File: config.mk
export PLATFORM = sky130hd
export DESIGN_NAME = otter_mem_arbiter_flat
export DESIGN_NICKNAME = d
export VERILOG_FILES = /design/src/rtl/otter_mem_arbiter_pkg.sv /design/src/rtl/otter_mem_arbiter_if.sv /design/src/rtl/otter_mem_arbiter_prio.sv /design/src/rtl/otter_mem_arbiter.sv /design/src/flat_wrapper.sv
export SDC_FILE = /design/constraint.sdc
export NUM_CORES = 1
export LEC_CHECK = 0
export ABC_AREA = 1
export BUFFER_PORTS_ARGS = -buffer_cell sky130_fd_sc_hd__buf_4
export CAP_MARGIN = 20
export CORE_AREA = 2 2 120 122
export DETAILED_ROUTE_END_ITERATION = 8
export DIE_AREA = 0 0 122 124
export PLACE_DENSITY_LB_ADDON = 0.08
export SLEW_MARGIN = 20
export SYNTH_ARGS = -nofsm -noshare
export SYNTH_HDL_FRONTEND = slang
export SYNTH_SLANG_ARGS = --single-unit
File: constraint.sdc
create_clock -name CLK -period 1.4 [get_ports CLK]
set_input_delay 0.14 -clock CLK [delete_from_list [all_inputs] [get_ports CLK]]
set_output_delay 0.14 -clock CLK [all_outputs]
set_load 0.05 [all_outputs]
File: src/rtl/otter_mem_arbiter_pkg.sv
// Shared types and constants for the OTTER memory port arbiter.
package otter_mem_pkg;

   typedef enum logic [0:0] {
      RUN   = 1'b0,
      PLOCK = 1'b1
   } arb_state_t;

   typedef enum logic [1:0] {
      NONE = 2'd0,
      PROG = 2'd1,
      DMEM = 2'd2,
      IMEM = 2'd3
   } req_id_t;

   localparam logic [1:0] MEM_SIZE_WORD = 2'b10;

   // Bit positions inside the one-hot grant vector.
   localparam int GNT_PROG = 0;
   localparam int GNT_DMEM = 1;
   localparam int GNT_IMEM = 2;

endpackage

File: src/rtl/otter_mem_arbiter_if.sv
// Request/response and memory-command bundle around the OTTER port arbiter.
// master = requesters plus memory (the environment), slave = the arbiter.
interface otter_mem_arbiter_if #(parameter int ADDR_W = 32);

   logic              PROG_REQ, DMEM_REQ, IMEM_REQ;
   logic              PROG_WE, DMEM_WE;
   logic [ADDR_W-1:0] PROG_ADDR, DMEM_ADDR, IMEM_ADDR;
   logic [31:0]       PROG_WDATA, DMEM_WDATA;
   logic [1:0]        DMEM_SIZE;
   logic              DMEM_SIGN;

   logic              PROG_GNT, DMEM_GNT, IMEM_GNT;
   logic              DMEM_RVALID, IMEM_RVALID;
   logic [31:0]       RDATA;
   logic              DMEM_STALL, IMEM_STALL;
   logic              CORE_LOCK;

   logic              MEM_EN, MEM_WE;
   logic [ADDR_W-1:0] MEM_ADDR;
   logic [31:0]       MEM_DIN;
   logic [1:0]        MEM_SIZE;
   logic              MEM_SIGN;
   logic [31:0]       MEM_DOUT;

   modport master (
      output PROG_REQ, DMEM_REQ, IMEM_REQ, PROG_WE, DMEM_WE,
      output PROG_ADDR, DMEM_ADDR, IMEM_ADDR, PROG_WDATA, DMEM_WDATA,
      output DMEM_SIZE, DMEM_SIGN, MEM_DOUT,
      input  PROG_GNT, DMEM_GNT, IMEM_GNT, DMEM_RVALID, IMEM_RVALID, RDATA,
      input  DMEM_STALL, IMEM_STALL, CORE_LOCK,
      input  MEM_EN, MEM_WE, MEM_ADDR, MEM_DIN, MEM_SIZE, MEM_SIGN
   );

   modport slave (
      input  PROG_REQ, DMEM_REQ, IMEM_REQ, PROG_WE, DMEM_WE,
      input  PROG_ADDR, DMEM_ADDR, IMEM_ADDR, PROG_WDATA, DMEM_WDATA,
      input  DMEM_SIZE, DMEM_SIGN, MEM_DOUT,
      output PROG_GNT, DMEM_GNT, IMEM_GNT, DMEM_RVALID, IMEM_RVALID, RDATA,
      output DMEM_STALL, IMEM_STALL, CORE_LOCK,
      output MEM_EN, MEM_WE, MEM_ADDR, MEM_DIN, MEM_SIZE, MEM_SIGN
   );

endinterface

File: src/rtl/otter_mem_arbiter_prio.sv
// Three-way fixed-priority picker; promote_imem lifts IMEM above DMEM.
module otter_arb_prio
   import otter_mem_pkg::*;
(
   input  logic       prog_req,
   input  logic       dmem_req,
   input  logic       imem_req,
   input  logic       promote_imem,
   output logic [2:0] gnt
);

   // One-hot pick: PROG always first, IMEM jumps DMEM only when promoted.
   always_comb begin
      gnt = '0;
      if (prog_req)
         gnt[GNT_PROG] = 1'b1;
      else if (promote_imem && imem_req)
         gnt[GNT_IMEM] = 1'b1;
      else if (dmem_req)
         gnt[GNT_DMEM] = 1'b1;
      else if (imem_req)
         gnt[GNT_IMEM] = 1'b1;
   end

endmodule

File: src/rtl/otter_mem_arbiter.sv
// Shares OTTER_mem_byte port 2 between programmer, MEM-stage and fetch.
// Grants are combinational, read responses return one cycle later tagged
// to their owner, and programmer traffic locks the core off the port.
module otter_mem_arbiter
   import otter_mem_pkg::*;
#(
   parameter int ADDR_W     = 32,
   parameter int STARVE_LIM = 4,
   parameter int HOLD_CYC   = 16
)(
   input  logic CLK,
   input  logic RESET_N,
   otter_mem_arbiter_if.slave bus
);

   localparam int SW = $clog2(STARVE_LIM + 1);
   localparam int HW = $clog2(HOLD_CYC + 1);
   localparam logic [SW-1:0] STARVE_MAX = SW'(STARVE_LIM);
   localparam logic [HW-1:0] HOLD_MAX   = HW'(HOLD_CYC);

   logic              ready;
   arb_state_t        state;
   logic [SW-1:0]     starve_cnt;
   logic [HW-1:0]     hold_cnt;
   req_id_t           resp_tag;

   logic [2:0]        gnt;
   logic              prog_gnt, dmem_gnt, imem_gnt;
   logic              promote;

   logic              mem_en_mux, mem_we_mux, mem_sign_mux;
   logic [ADDR_W-1:0] mem_addr_mux;
   logic [31:0]       mem_din_mux;
   logic [1:0]        mem_size_mux;

   assign promote = (starve_cnt == STARVE_MAX);

   otter_arb_prio u_prio (
      .prog_req     (ready & bus.PROG_REQ),
      .dmem_req     (ready & (state == RUN) & bus.DMEM_REQ),
      .imem_req     (ready & (state == RUN) & bus.IMEM_REQ),
      .promote_imem (promote),
      .gnt          (gnt)
   );

   assign prog_gnt = gnt[GNT_PROG];
   assign dmem_gnt = gnt[GNT_DMEM];
   assign imem_gnt = gnt[GNT_IMEM];

   // Route the granted requester's command onto the memory port.
   always_comb begin
      mem_en_mux   = 1'b0;
      mem_we_mux   = 1'b0;
      mem_addr_mux = '0;
      mem_din_mux  = '0;
      mem_size_mux = '0;
      mem_sign_mux = 1'b0;
      if (prog_gnt) begin
         mem_en_mux   = 1'b1;
         mem_we_mux   = bus.PROG_WE;
         mem_addr_mux = bus.PROG_ADDR;
         mem_din_mux  = bus.PROG_WDATA;
         mem_size_mux = MEM_SIZE_WORD;
      end else if (dmem_gnt) begin
         mem_en_mux   = 1'b1;
         mem_we_mux   = bus.DMEM_WE;
         mem_addr_mux = bus.DMEM_ADDR;
         mem_din_mux  = bus.DMEM_WDATA;
         mem_size_mux = bus.DMEM_SIZE;
         mem_sign_mux = bus.DMEM_SIGN;
      end else if (imem_gnt) begin
         mem_en_mux   = 1'b1;
         mem_addr_mux = bus.IMEM_ADDR;
         mem_size_mux = MEM_SIZE_WORD;
      end
   end

   // Outputs stay quiet until the first clock after reset release.
   always_ff @(posedge CLK or negedge RESET_N) begin
      if (!RESET_N) ready <= 1'b0;
      else          ready <= 1'b1;
   end

   // Programmer lock: enter on a PROG grant, stay while PROG keeps asking,
   // and leave in the cycle the hold counter runs down to zero.
   always_ff @(posedge CLK or negedge RESET_N) begin
      if (!RESET_N) begin
         state    <= RUN;
         hold_cnt <= '0;
      end else if (ready) begin
         case (state)
            RUN: begin
               if (prog_gnt) begin
                  state    <= PLOCK;
                  hold_cnt <= HOLD_MAX;
               end
            end
            PLOCK: begin
               if (bus.PROG_REQ) begin
                  hold_cnt <= HOLD_MAX;
               end else if (hold_cnt <= HW'(1)) begin
                  hold_cnt <= '0;
                  state    <= RUN;
               end else begin
                  hold_cnt <= hold_cnt - HW'(1);
               end
            end
            default: state <= RUN;
         endcase
      end
   end

   // Count consecutive denied fetch cycles so IMEM cannot starve behind DMEM.
   always_ff @(posedge CLK or negedge RESET_N) begin
      if (!RESET_N) begin
         starve_cnt <= '0;
      end else if (ready && state == RUN) begin
         if (!bus.IMEM_REQ || imem_gnt)
            starve_cnt <= '0;
         else if (!promote)
            starve_cnt <= starve_cnt + SW'(1);
      end
   end

   // Remember who owns the read issued this cycle so its data returns to it.
   always_ff @(posedge CLK or negedge RESET_N) begin
      if (!RESET_N)                    resp_tag <= NONE;
      else if (prog_gnt && !bus.PROG_WE) resp_tag <= PROG;
      else if (dmem_gnt && !bus.DMEM_WE) resp_tag <= DMEM;
      else if (imem_gnt)               resp_tag <= IMEM;
      else                             resp_tag <= NONE;
   end

   assign bus.PROG_GNT    = prog_gnt;
   assign bus.DMEM_GNT    = dmem_gnt;
   assign bus.IMEM_GNT    = imem_gnt;
   assign bus.DMEM_STALL  = ready & bus.DMEM_REQ & ~dmem_gnt;
   assign bus.IMEM_STALL  = ready & bus.IMEM_REQ & ~imem_gnt;
   assign bus.CORE_LOCK   = ready & ((state == PLOCK) | prog_gnt);
   assign bus.DMEM_RVALID = ready & (resp_tag == DMEM);
   assign bus.IMEM_RVALID = ready & (resp_tag == IMEM);
   assign bus.RDATA       = (ready && resp_tag != NONE) ? bus.MEM_DOUT : 32'h0;

   assign bus.MEM_EN   = mem_en_mux;
   assign bus.MEM_WE   = mem_we_mux;
   assign bus.MEM_ADDR = mem_addr_mux;
   assign bus.MEM_DIN  = mem_din_mux;
   assign bus.MEM_SIZE = mem_size_mux;
   assign bus.MEM_SIGN = mem_sign_mux;

endmodule

File: src/flat_wrapper.sv
// flat-port wrapper written by rule: the top's interface ports become plain ports
module otter_mem_arbiter_flat import otter_mem_pkg::*;
#(
   parameter int ADDR_W     = 32,
   parameter int STARVE_LIM = 4,
   parameter int HOLD_CYC   = 16
)
  (CLK, RESET_N, bus_PROG_REQ, bus_DMEM_REQ, bus_IMEM_REQ, bus_PROG_WE, bus_DMEM_WE, bus_PROG_ADDR, bus_DMEM_ADDR, bus_IMEM_ADDR, bus_PROG_WDATA, bus_DMEM_WDATA, bus_DMEM_SIZE, bus_DMEM_SIGN, bus_MEM_DOUT, bus_PROG_GNT, bus_DMEM_GNT, bus_IMEM_GNT, bus_DMEM_RVALID, bus_IMEM_RVALID, bus_RDATA, bus_DMEM_STALL, bus_IMEM_STALL, bus_CORE_LOCK, bus_MEM_EN, bus_MEM_WE, bus_MEM_ADDR, bus_MEM_DIN, bus_MEM_SIZE, bus_MEM_SIGN);
  otter_mem_arbiter_if #(.ADDR_W(ADDR_W)) bus_i ();
  input  logic CLK;
  input  logic RESET_N;
  input wire logic [$bits(bus_i.PROG_REQ)-1:0] bus_PROG_REQ;
  input wire logic [$bits(bus_i.DMEM_REQ)-1:0] bus_DMEM_REQ;
  input wire logic [$bits(bus_i.IMEM_REQ)-1:0] bus_IMEM_REQ;
  input wire logic [$bits(bus_i.PROG_WE)-1:0] bus_PROG_WE;
  input wire logic [$bits(bus_i.DMEM_WE)-1:0] bus_DMEM_WE;
  input wire logic [$bits(bus_i.PROG_ADDR)-1:0] bus_PROG_ADDR;
  input wire logic [$bits(bus_i.DMEM_ADDR)-1:0] bus_DMEM_ADDR;
  input wire logic [$bits(bus_i.IMEM_ADDR)-1:0] bus_IMEM_ADDR;
  input wire logic [$bits(bus_i.PROG_WDATA)-1:0] bus_PROG_WDATA;
  input wire logic [$bits(bus_i.DMEM_WDATA)-1:0] bus_DMEM_WDATA;
  input wire logic [$bits(bus_i.DMEM_SIZE)-1:0] bus_DMEM_SIZE;
  input wire logic [$bits(bus_i.DMEM_SIGN)-1:0] bus_DMEM_SIGN;
  input wire logic [$bits(bus_i.MEM_DOUT)-1:0] bus_MEM_DOUT;
  output wire logic [$bits(bus_i.PROG_GNT)-1:0] bus_PROG_GNT;
  output wire logic [$bits(bus_i.DMEM_GNT)-1:0] bus_DMEM_GNT;
  output wire logic [$bits(bus_i.IMEM_GNT)-1:0] bus_IMEM_GNT;
  output wire logic [$bits(bus_i.DMEM_RVALID)-1:0] bus_DMEM_RVALID;
  output wire logic [$bits(bus_i.IMEM_RVALID)-1:0] bus_IMEM_RVALID;
  output wire logic [$bits(bus_i.RDATA)-1:0] bus_RDATA;
  output wire logic [$bits(bus_i.DMEM_STALL)-1:0] bus_DMEM_STALL;
  output wire logic [$bits(bus_i.IMEM_STALL)-1:0] bus_IMEM_STALL;
  output wire logic [$bits(bus_i.CORE_LOCK)-1:0] bus_CORE_LOCK;
  output wire logic [$bits(bus_i.MEM_EN)-1:0] bus_MEM_EN;
  output wire logic [$bits(bus_i.MEM_WE)-1:0] bus_MEM_WE;
  output wire logic [$bits(bus_i.MEM_ADDR)-1:0] bus_MEM_ADDR;
  output wire logic [$bits(bus_i.MEM_DIN)-1:0] bus_MEM_DIN;
  output wire logic [$bits(bus_i.MEM_SIZE)-1:0] bus_MEM_SIZE;
  output wire logic [$bits(bus_i.MEM_SIGN)-1:0] bus_MEM_SIGN;
  assign bus_i.PROG_REQ = bus_PROG_REQ;
  assign bus_i.DMEM_REQ = bus_DMEM_REQ;
  assign bus_i.IMEM_REQ = bus_IMEM_REQ;
  assign bus_i.PROG_WE = bus_PROG_WE;
  assign bus_i.DMEM_WE = bus_DMEM_WE;
  assign bus_i.PROG_ADDR = bus_PROG_ADDR;
  assign bus_i.DMEM_ADDR = bus_DMEM_ADDR;
  assign bus_i.IMEM_ADDR = bus_IMEM_ADDR;
  assign bus_i.PROG_WDATA = bus_PROG_WDATA;
  assign bus_i.DMEM_WDATA = bus_DMEM_WDATA;
  assign bus_i.DMEM_SIZE = bus_DMEM_SIZE;
  assign bus_i.DMEM_SIGN = bus_DMEM_SIGN;
  assign bus_i.MEM_DOUT = bus_MEM_DOUT;
  assign bus_PROG_GNT = bus_i.PROG_GNT;
  assign bus_DMEM_GNT = bus_i.DMEM_GNT;
  assign bus_IMEM_GNT = bus_i.IMEM_GNT;
  assign bus_DMEM_RVALID = bus_i.DMEM_RVALID;
  assign bus_IMEM_RVALID = bus_i.IMEM_RVALID;
  assign bus_RDATA = bus_i.RDATA;
  assign bus_DMEM_STALL = bus_i.DMEM_STALL;
  assign bus_IMEM_STALL = bus_i.IMEM_STALL;
  assign bus_CORE_LOCK = bus_i.CORE_LOCK;
  assign bus_MEM_EN = bus_i.MEM_EN;
  assign bus_MEM_WE = bus_i.MEM_WE;
  assign bus_MEM_ADDR = bus_i.MEM_ADDR;
  assign bus_MEM_DIN = bus_i.MEM_DIN;
  assign bus_MEM_SIZE = bus_i.MEM_SIZE;
  assign bus_MEM_SIGN = bus_i.MEM_SIGN;
  otter_mem_arbiter #(.ADDR_W(ADDR_W), .STARVE_LIM(STARVE_LIM), .HOLD_CYC(HOLD_CYC)) u_core (.CLK(CLK), .RESET_N(RESET_N), .bus(bus_i));
endmodule
==> flow_metrics.py, run 1 <==
metrics = {
    "status": {
        "status": "finished with violations",
        "violations": "negative setup slack",
    },
    "worst_setup_path": {
        "worst_setup_path_start_kind": "flop",
        "critPathRequiredTime_ns": 1.26,
        "crit_type": "reg -> out",
        "cp-end-kind": "primary output",
        "arrival_ns": 1.71,
        "worstPathMaxFanout": 9,
    },
    "place": {
        "preCtsSetupSlack_ns": -0.2940,
        "io_buffers": 310,
        "dp_cells": 916,
        "dp_hpwl_um": 10920,
        "gp_congestion": 0.7839,
    },
    "clock_network": {
        "cts_tree": "built",
        "clkLatencyLatePin_ns": 0.24,
        "h-tree-depth": 1,
        "path_clk_slew_ns": 0.04,
        "cts-root-buf": "clkbuf_16",
        "cts.sinks": 12,
        "numCtsBuffers": 3,
        "clockBufferDepth": 2,
    },
    "detailed_routing": {
        "drt_iter0_drc": 86,
        "finalWirelength_um": 14070,
        "vias": 3933,
        "drc": 0,
        "first_pass_iters": 4,
        "routed_via_density": 4.188,
        "ant_nets": 0,
        "detail_route.wl_per_cell_um": 14.98,
    },
    "final_layout": {
        "nNetsFinal": 966,
        "final_common_cell": "buf_4",
        "most-common-layout-cells": "buf_4, nand2_1, buf_6, nand2_4, nand2_2",
        "area_delta_synth_final_pct": 250.7,
        "postLayoutCoreUtil_pct": 52.23,
        "drive_above_1_share_pct": 73.25,
        "antenna_cells": 0,
        "layoutNonFillerInstCount": 939,
    },
    "hold_path": {
        "hp-class": "in -> reg",
    },
    "power": {
        "powerDensity_mw_per_mm2": 613.0,
        "peakVddDrop_mv": 0.3579,
        "leakagePower_nw": 3.797,
    },
    "die": {
        "ios": 311,
        "fp.dieH_um": 124,
        "core_mm2": 0.01372,
        "num_rows": 43,
        "die_x_um": 122,
        "start_util_pct": 14.89,
        "dieArea_mm2": 0.01513,
    },
    "synth": {
        "synth_cell_types": 26,
        "synth_area_mm2": 0.002043,
        "syn_nets": 624,
        "yosys.area.top_type_share_pct": 39.87,
        "syn_inst": 418,
        "ys_ff_latch": 12,
        "ys_warn_count": 0,
        "avgSynthCellArea_um2": 4.888,
        "synth_top_area_cell": "nand2_1",
        "ys_seq_area_share_pct": 14.70,
        "yosys-top-cells-area": "nand2_1, dfrtp_1, nand3_1, inv_1, nor2_1",
    },
    "timing": {
        "setup_slack_ns": -0.4467,
        "skew_ns": 0.0007725,
        "max_freq_mhz": 541.5,
        "setup_viol": 111,
        "drv_slew": 0,
        "setup_tns_ns": -37.36,
        "fin_crit_sh_pct": 131.9,
        "hold_viol_final": 0,
        "fin_crit_ns": 1.847,
        "holdWs_ns": 0.1171,
        "rsz0062_at_grt": "true",
    },
    "global_route": {
        "antenna_found_initial": 0,
        "grt-ovfl-total": 0,
        "grt_max_degree": 26,
        "grt_pass1_vias": 3946,
        "grt_use_total_pct": 16.76,
        "grt_pass1_wl_um": 19980,
    },
    "job": {
        "cap_violations": 0,
    },
}
[per-stage QoR]
stage | total power [W] | cell area (um2)
finish | 0.004392 | 7166
global route | 0.004653 | 7166
CTS | 0.004300 | 6863
detailed placement | 0.003196 | 5655
global placement | 0.003158 | 5655
floorplan | 0.002092 | 2930
[metal layers]
metal / wire length [um] / global-route usage (%) / up-vias
li1: - / - / 1932
met1: 4459 / 16.92 / 1814
met2: 8167 / 34.36 / 175
met3: 1305 / 4.625 / 12
met4: 134 / 2.658 / 0
met5: 0 / 0 / -
[synth_stat cells]
cell / count
nand2_1: 217
inv_1: 50
nand3_1: 42
nor2_1: 42
dfrtp_1: 12
buf_2: 9
a21oi_1: 5
clkbuf_1: 5
o21ai_0: 5
buf_6: 4
ha_1: 4
buf_4: 3
a31oi_1: 2
inv_2: 2
inv_4: 2
nand2_4: 2
nor2_2: 2
xor2_1: 2
a211oi_1: 1
conb_1: 1
nand2_2: 1
nand3_2: 1
nor2_4: 1
nor3_1: 1
o211ai_1: 1
o21ai_1: 1
[state kept, by name, indices dropped and copies added, names as in the netlist]
register / count
u_core.hold_cnt: 5
u_core.ready: 1
u_core.resp_tag: 2
u_core.starve_cnt: 3
u_core.state: 1
[kinds of logic after synthesis]
logic type / after synthesis / synth area share (%)
simple gates: 309 / 61.18
other cells: 1 / 0.1835
compound gates: 15 / 4.041
flops: 12 / 14.70
fa+ha+maj: 4 / 2.450
xor+xnor: 2 / 0.8575
buf+inv: 75 / 16.59
[what timing repair did]
| item | CTS | global route |
|---|---|---|
| buffers inserted | 10 | 4 |
| hold endpoints to repair | 12 | 0 |
| cloned | 6 | 1 |
| pin swaps | 1 | 4 |
| hold buffers | 1 | 0 |
| gates resized for setup | 233 | 69 |
| setup endpoints to repair | 116 | 113 |
[area by class of cell]
cell class / instances / area, um2
fill: 1276 / 6554
timing repair buffer: 358 / 3598
multi-input combinational: 331 / 2729
sequential: 12 / 301.5
tap: 180 / 225.2
inverter: 54 / 222.7
clock buffer: 4 / 88.84
[power breakdown]
part	switching (W)	total [W]	internal, W
Sequential	0.0000970	0.000545	0.000448
Combinational	0.00177	0.00326	0.00149
Clock	0.000158	0.000590	0.000432
Total	0.00202	0.00439	0.00237
[path summary, 6_finish.rpt]
| check | from | end | slack (ns) | cells after the start |
|---|---|---|---|---|
| min | bus_PROG_WE | u_core.resp_tag[0] | 0.12 | 2 |
| max in group asynchronous | RESET_N | u_core.ready | 0.94 | 2 |
| max | u_core.starve_cnt[0] | bus_MEM_ADDR[13] | -0.45 | 11 |
| max reg2reg | u_core.starve_cnt[0] | u_core.starve_cnt[1] | -0.01 | 8 |
| min in group asynchronous | RESET_N | u_core.hold_cnt[4] | 0.28 | 2 |
| min reg2reg | u_core.hold_cnt[0] | u_core.hold_cnt[0] | 0.52 | 1 |
[worst max-delay path, cell delays in order (launching register included)]
cell       delay (ns)
dfrtp_1          0.39
inv_2            0.07
ha_2             0.16
nand2_2          0.05
inv_2            0.06
nand3_2          0.09
nand2_4          0.11
inv_12           0.08
clkbuf_16        0.17
nand2_2          0.07
nand3_4          0.06
buf_6            0.15
No activity file was read; power rests on OpenSTA's default activity.
==> inputs of run 2 (changes only) <==
--- a/config.mk
+++ b/config.mk
@@ -16,3 +16,4 @@
 export SYNTH_ARGS = -nofsm -noshare
 export SYNTH_HDL_FRONTEND = slang
 export SYNTH_SLANG_ARGS = --single-unit
+export TNS_END_PERCENT = 10
==> run 2 against run 1 <==
- the run still ends with negative setup slack left
- global-route usage shrank 1.0 points
- via count is 5.9% lower
- final cell count fell by 1.7%
- maximum frequency up 0.84%
- clock power shrank 2%
- final area shrank 17%
- sequential power shrank 0.7%
- highest routed layer unchanged
==> flow_metrics.py, run 2 (same netlist as run 1, synthesis figures left out) <==
metrics = {
    "worst_setup_path": {
        "arrival_ns": 1.69,
        "cp-end-kind": "primary output",
        "r2r_cells": 10,
        "crit_end": "bus_MEM_ADDR[3]",
        "worst_setup_path_start_kind": "flop",
        "startpoint": "u_core.starve_cnt[1]",
        "worstPathMaxFanout": 23,
        "reg2reg_from": "u_core.starve_cnt[0]",
        "crit_type": "reg -> out",
        "r2r_slack_ns": -0.12,
        "worstReg2RegEnd": "u_core.starve_cnt[0]",
        "critPathRequiredTime_ns": 1.26,
    },
    "job": {
        "cap_violations": 0,
    },
    "final_layout": {
        "drive_above_1_share_pct": 60.30,
        "final_common_cell": "buf_4",
        "multi_input_area_mm2": 0.001802,
        "antenna_cells": 0,
        "nNetsFinal": 950,
        "largest_reg_flops": 5,
        "regArea_um2": 301.5,
        "largest_register": "u_core.hold_cnt",
        "most-common-layout-cells": "buf_4, nand2_1, buf_6, inv_1, buf_8",
        "fillCellCount": 1425,
        "area_delta_synth_final_pct": 189.6,
        "reg_top3": "u_core.hold_cnt x5, u_core.starve_cnt x3, u_core.resp_tag x2",
    },
    "timing": {
        "setup_viol": 109,
        "max_freq_mhz": 546.0,
        "fin_crit_ns": 1.831,
        "fin_crit_sh_pct": 130.8,
        "setup_slack_ns": -0.4314,
        "hold_viol_final": 0,
        "skew_ns": 0.001946,
        "drv_slew": 0,
        "rsz0062_at_grt": "true",
    },
    "place": {
        "gp_congestion": 0.7535,
        "preCtsSetupSlack_ns": -0.2095,
        "io_buffers": 310,
        "dp_hpwl_um": 10780,
    },
    "die": {
        "ios": 311,
        "num_rows": 43,
        "die_x_um": 122,
        "start_util_pct": 14.89,
        "fp.dieH_um": 124,
        "dieArea_mm2": 0.01513,
        "core_mm2": 0.01372,
    },
    "power": {
        "powerDensity_mw_per_mm2": 675.9,
        "finalPower_w": 0.003999,
        "peakVddDrop_mv": 0.3285,
        "leakagePower_nw": 3.364,
    },
    "clock_network": {
        "cts.sinks": 12,
        "h-tree-depth": 1,
        "cts_tree": "built",
        "cts-root-buf": "clkbuf_16",
        "path_clk_slew_ns": 0.05,
        "clkLatencyLatePin_ns": 0.24,
        "clockBufferDepth": 2,
        "numCtsBuffers": 3,
    },
    "detailed_routing": {
        "detail_route.wl_per_cell_um": 14.24,
        "drc": 0,
        "ant_nets": 0,
        "finalWirelength_um": 13140,
        "routed_via_density": 4.009,
        "first_pass_iters": 5,
        "vias": 3700,
        "drt_iter0_drc": 93,
    },
    "global_route": {
        "grt_pass1_wl_um": 18660,
        "grt-ovfl-total": 0,
        "grt_use_total_pct": 15.76,
        "grt_max_degree": 33,
        "grt_pass1_vias": 3709,
        "antenna_found_initial": 0,
    },
    "status": {
        "status": "finished with violations",
        "violations": "negative setup slack",
    },
    "hold_path": {
        "hp-class": "in -> reg",
        "min_path_cells": 2,
    },
}
-- run 2: changes by cell type in the layout (fill, tap and decap cells not counted), moves of 31 or more --
cell,previous run,this run
nand2_1,112,174
nand2_4,53,12
nand3_2,2,33
nand3_4,33,1
nor2_1,5,36
nor2_4,36,4
-- run 2: worst min-delay path by stage --
stage,to,from,slack (ns)
2_1_floorplan,u_core.hold_cnt[0],RESET_N,-0.16
3_3_place_gp,u_core.hold_cnt[3],RESET_N,-0.005
3_5_place_dp,u_core.hold_cnt[0],RESET_N,-0.005
4_1_cts,u_core.resp_tag[1],bus_DMEM_WE,0.12
5_1_grt,u_core.resp_tag[1],bus_DMEM_WE,0.10
6_report,u_core.resp_tag[1],bus_DMEM_WE,0.1
-- run 2: power by group --
group	total, W	internal (W)	switching, W
clock network	0.000581	0.000431	0.000150
logic	0.00288	0.00131	0.00157
registers	0.000541	0.000448	0.0000923
total	0.00400	0.00219	0.00181
-- run 2: critical path: stages (launching register included) --
cell	delay, ns
dfrtp_1	0.38
inv_2	0.08
ha_4	0.13
nand2_2	0.05
inv_2	0.07
nand3_4	0.07
nand2_4	0.09
inv_8	0.06
buf_12	0.16
nand2_1	0.09
nand3_2	0.09
buf_8	0.16
-- run 2: cell type report --
class	instances	area share [%]
timing repair buffer	342	55.51
multi-input combinational	331	30.45
tap	180	3.806
clock buffer	4	1.501
sequential	12	5.096
inverter	54	3.637
-- run 2: timing repair --
item / 4_1_cts / 5_1_grt
endpoints found under the setup margin: 111 / 115
gates cloned: 2 / 0
resized for setup: 185 / 13
endpoints found under the hold margin: 12 / 0
pin swaps: 2 / 2
hold buffers: 1 / 0
buffers inserted: 4 / 0
-- run 2: per-stage QoR --
| step | hold slack [ns] | area, um2 | instances | utilization [%] | TNS [ns] |
|---|---|---|---|---|---|
| after global placement | -0.005243 | 5022 | 912 | 36.61 | -12.72 |
| after global routing | 0.1046 | 5917 | 923 | 43.13 | -39.15 |
| after detailed placement | -0.004843 | 5022 | 912 | 36.61 | -12.07 |
| after CTS | 0.1172 | 5881 | 923 | 42.86 | -29.77 |
| final | 0.09940 | 5917 | 923 | 43.13 | -29.40 |
| after floorplan | -0.1556 | 2340 | 418 | - | -16.29 |
-- run 2: routing by layer --
| layer | up-vias | part of all wire (%) | global-route usage [%] |
|---|---|---|---|
| met5 | - | 0 | 0 |
| met4 | 0 | 0.68 | 1.940 |
| met3 | 12 | 7.7 | 3.480 |
| met2 | 170 | 56 | 31.74 |
| met1 | 1621 | 36 | 17.09 |
| li1 | 1897 | - | - |
==> inputs of run 3 (changes only) <==
--- a/config.mk
+++ b/config.mk
@@ -12,6 +12,7 @@
 export DETAILED_ROUTE_END_ITERATION = 8
 export DIE_AREA = 0 0 122 124
 export PLACE_DENSITY_LB_ADDON = 0.08
+export SKIP_LAST_GASP = 1
 export SLEW_MARGIN = 20
 export SYNTH_ARGS = -nofsm -noshare
 export SYNTH_HDL_FRONTEND = slang
==> run 3 against run 2 <==
- the run still ends with negative setup slack left
- non-clock buffer count is the same
- global-route usage shrank 0.52 points
- wire length shrank 2.3%
- critical path type unchanged
- largest cell class unchanged
==> flow_metrics.py, run 3 (same netlist as run 1, synthesis figures left out) <==
metrics = {
    "status": {
        "status": "finished with violations",
        "violations": "negative setup slack",
    },
    "clock_network": {
        "numCtsBuffers": 3,
        "cts_tree": "built",
        "path_clk_slew_ns": 0.05,
        "cts-root-buf": "clkbuf_16",
        "h-tree-depth": 1,
        "cts.sinks": 12,
        "clkLatencyLatePin_ns": 0.24,
        "clockBufferDepth": 2,
    },
    "final_layout": {
        "fillCellCount": 1478,
        "antenna_cells": 0,
        "layoutNonFillerInstCount": 923,
        "largest_register": "u_core.hold_cnt",
        "area_delta_synth_final_pct": 163.1,
        "fin_area_mm2": 0.005375,
        "most-common-layout-cells": "buf_4, nand2_1, inv_1, nor2_1, nand3_2",
        "reg_top3": "u_core.hold_cnt x5, u_core.starve_cnt x3, u_core.resp_tag x2",
        "postLayoutCoreUtil_pct": 39.18,
        "drive_above_1_share_pct": 58.14,
        "largest_reg_flops": 5,
        "nNetsFinal": 950,
        "final_common_cell": "buf_4",
    },
    "global_route": {
        "grt_pass1_vias": 3615,
        "grt_util_met1_pct": 16.67,
        "grt-ovfl-total": 0,
        "grt_pass1_wl_um": 18080,
        "busiest_layer": "met2",
        "grt_use_met2_pct": 30.62,
        "grt_use_total_pct": 15.24,
        "grt_use_met3_pct": 3.159,
        "grt_max_degree": 33,
        "antenna_found_initial": 0,
    },
    "timing": {
        "max_freq_mhz": 546.7,
        "setup_viol": 110,
        "fin_crit_ns": 1.829,
        "skew_ns": 0.001997,
        "hold_viol_final": 0,
        "setup_slack_ns": -0.4291,
        "drv_slew": 0,
        "fin_crit_sh_pct": 130.7,
        "holdWs_ns": 0.1211,
        "rsz0062_at_grt": "true",
    },
    "place": {
        "gp_congestion": 0.7535,
        "dp_cells": 912,
        "dp_hpwl_um": 10780,
        "place_area_mm2": 0.005022,
        "io_buffers": 310,
    },
    "detailed_routing": {
        "drt_iter0_drc": 96,
        "vias": 3683,
        "ant_nets": 0,
        "routed_via_density": 3.990,
        "detail_route.wl_per_cell_um": 13.92,
        "first_pass_iters": 5,
        "drc": 0,
        "finalWirelength_um": 12850,
    },
    "power": {
        "peakVddDrop_mv": 0.3303,
        "powerDensity_mw_per_mm2": 700.3,
        "finalPower_w": 0.003764,
        "leakagePower_nw": 3.227,
    },
    "job": {
        "cap_violations": 0,
    },
    "worst_setup_path": {
        "cp-end-kind": "primary output",
        "critPathRequiredTime_ns": 1.26,
        "cp.buffers_inverters": 5,
        "crit_type": "reg -> out",
        "crit_slowest_cell": "dfrtp_1",
        "worst_setup_path_start_kind": "flop",
        "worstPathMaxFanout": 23,
        "slowest_delay_ns": 0.38,
        "arrival_ns": 1.69,
        "critPathTopFamily": "buffers and inverters",
        "worstPathCellList": "inv_2, ha_4, nand2_2, inv_2, nand3_2, nand2_4, inv_8, buf_12, nand2_1, nand3_2, buf_6",
    },
    "die": {
        "core_mm2": 0.01372,
        "die_x_um": 122,
        "start_util_pct": 14.89,
        "fp.dieH_um": 124,
        "dieArea_mm2": 0.01513,
        "num_rows": 43,
        "ios": 311,
    },
    "hold_path": {
        "hp-class": "in -> reg",
    },
}
[run 3: cell counts in the layout (fill, tap and decap cells not counted)]
No cell type changed its count.
[run 3: area by class of cell]
class | instances | area (um2) | area share, %
Timing Repair Buffer | 342 | 2810 | 52.28
Multi-Input combinational cell | 331 | 1734 | 32.26
Sequential cell | 12 | 301.5 | 5.610
Tap cell | 180 | 225.2 | 4.190
Inverter | 54 | 215.2 | 4.004
Clock buffer | 4 | 88.84 | 1.653
[run 3: worst paths after layout]
path                       cells past startpoint  slack [ns]              endpoint                 start
min in group asynchronous                      2        0.29    u_core.hold_cnt[3]               RESET_N
min reg2reg                                    2        0.51    u_core.hold_cnt[1]    u_core.hold_cnt[1]
max in group asynchronous                      2        0.94          u_core.ready               RESET_N
max                                           11       -0.43       bus_MEM_ADDR[3]  u_core.starve_cnt[1]
min                                            2        0.12    u_core.resp_tag[0]           bus_PROG_WE
max reg2reg                                   10       -0.20  u_core.starve_cnt[0]  u_core.starve_cnt[0]
[run 3: metal layers]
| metal | share of wire [%] | routed length [um] |
|---|---|---|
| met5 | 0 | 0 |
| met4 | 0.59 | 76 |
| met3 | 7.9 | 1018 |
| met2 | 55 | 7088 |
| met1 | 36 | 4663 |
[run 3: repair_timing]
action	in CTS	in global routing
gates resized for setup	42	10
setup buffers	4	0
setup endpoints to repair	111	115
pin swaps	2	0
cloned	2	0
endpoints found under the hold margin	12	0
hold buffers	1	0
[run 3: where the power goes]
group,internal (W),leakage (nW),switching (W),total (W)
sequential,0.000448,0.148,0.0000926,0.000541
clock,0.000431,0.0442,0.000150,0.000581
combinational,0.00114,3.03,0.00150,0.00264
total,0.00202,3.23,0.00175,0.00376
[run 3: stage by stage]
step / setup TNS [ns] / setup WS, ns
3_3_place_gp: -12.72 / -0.2098
4_1_cts: -32.67 / -0.4310
5_1_grt: -42.44 / -0.5274
3_5_place_dp: -12.07 / -0.2095
6_report: -32.29 / -0.4291
2_1_floorplan: -16.29 / -0.2262
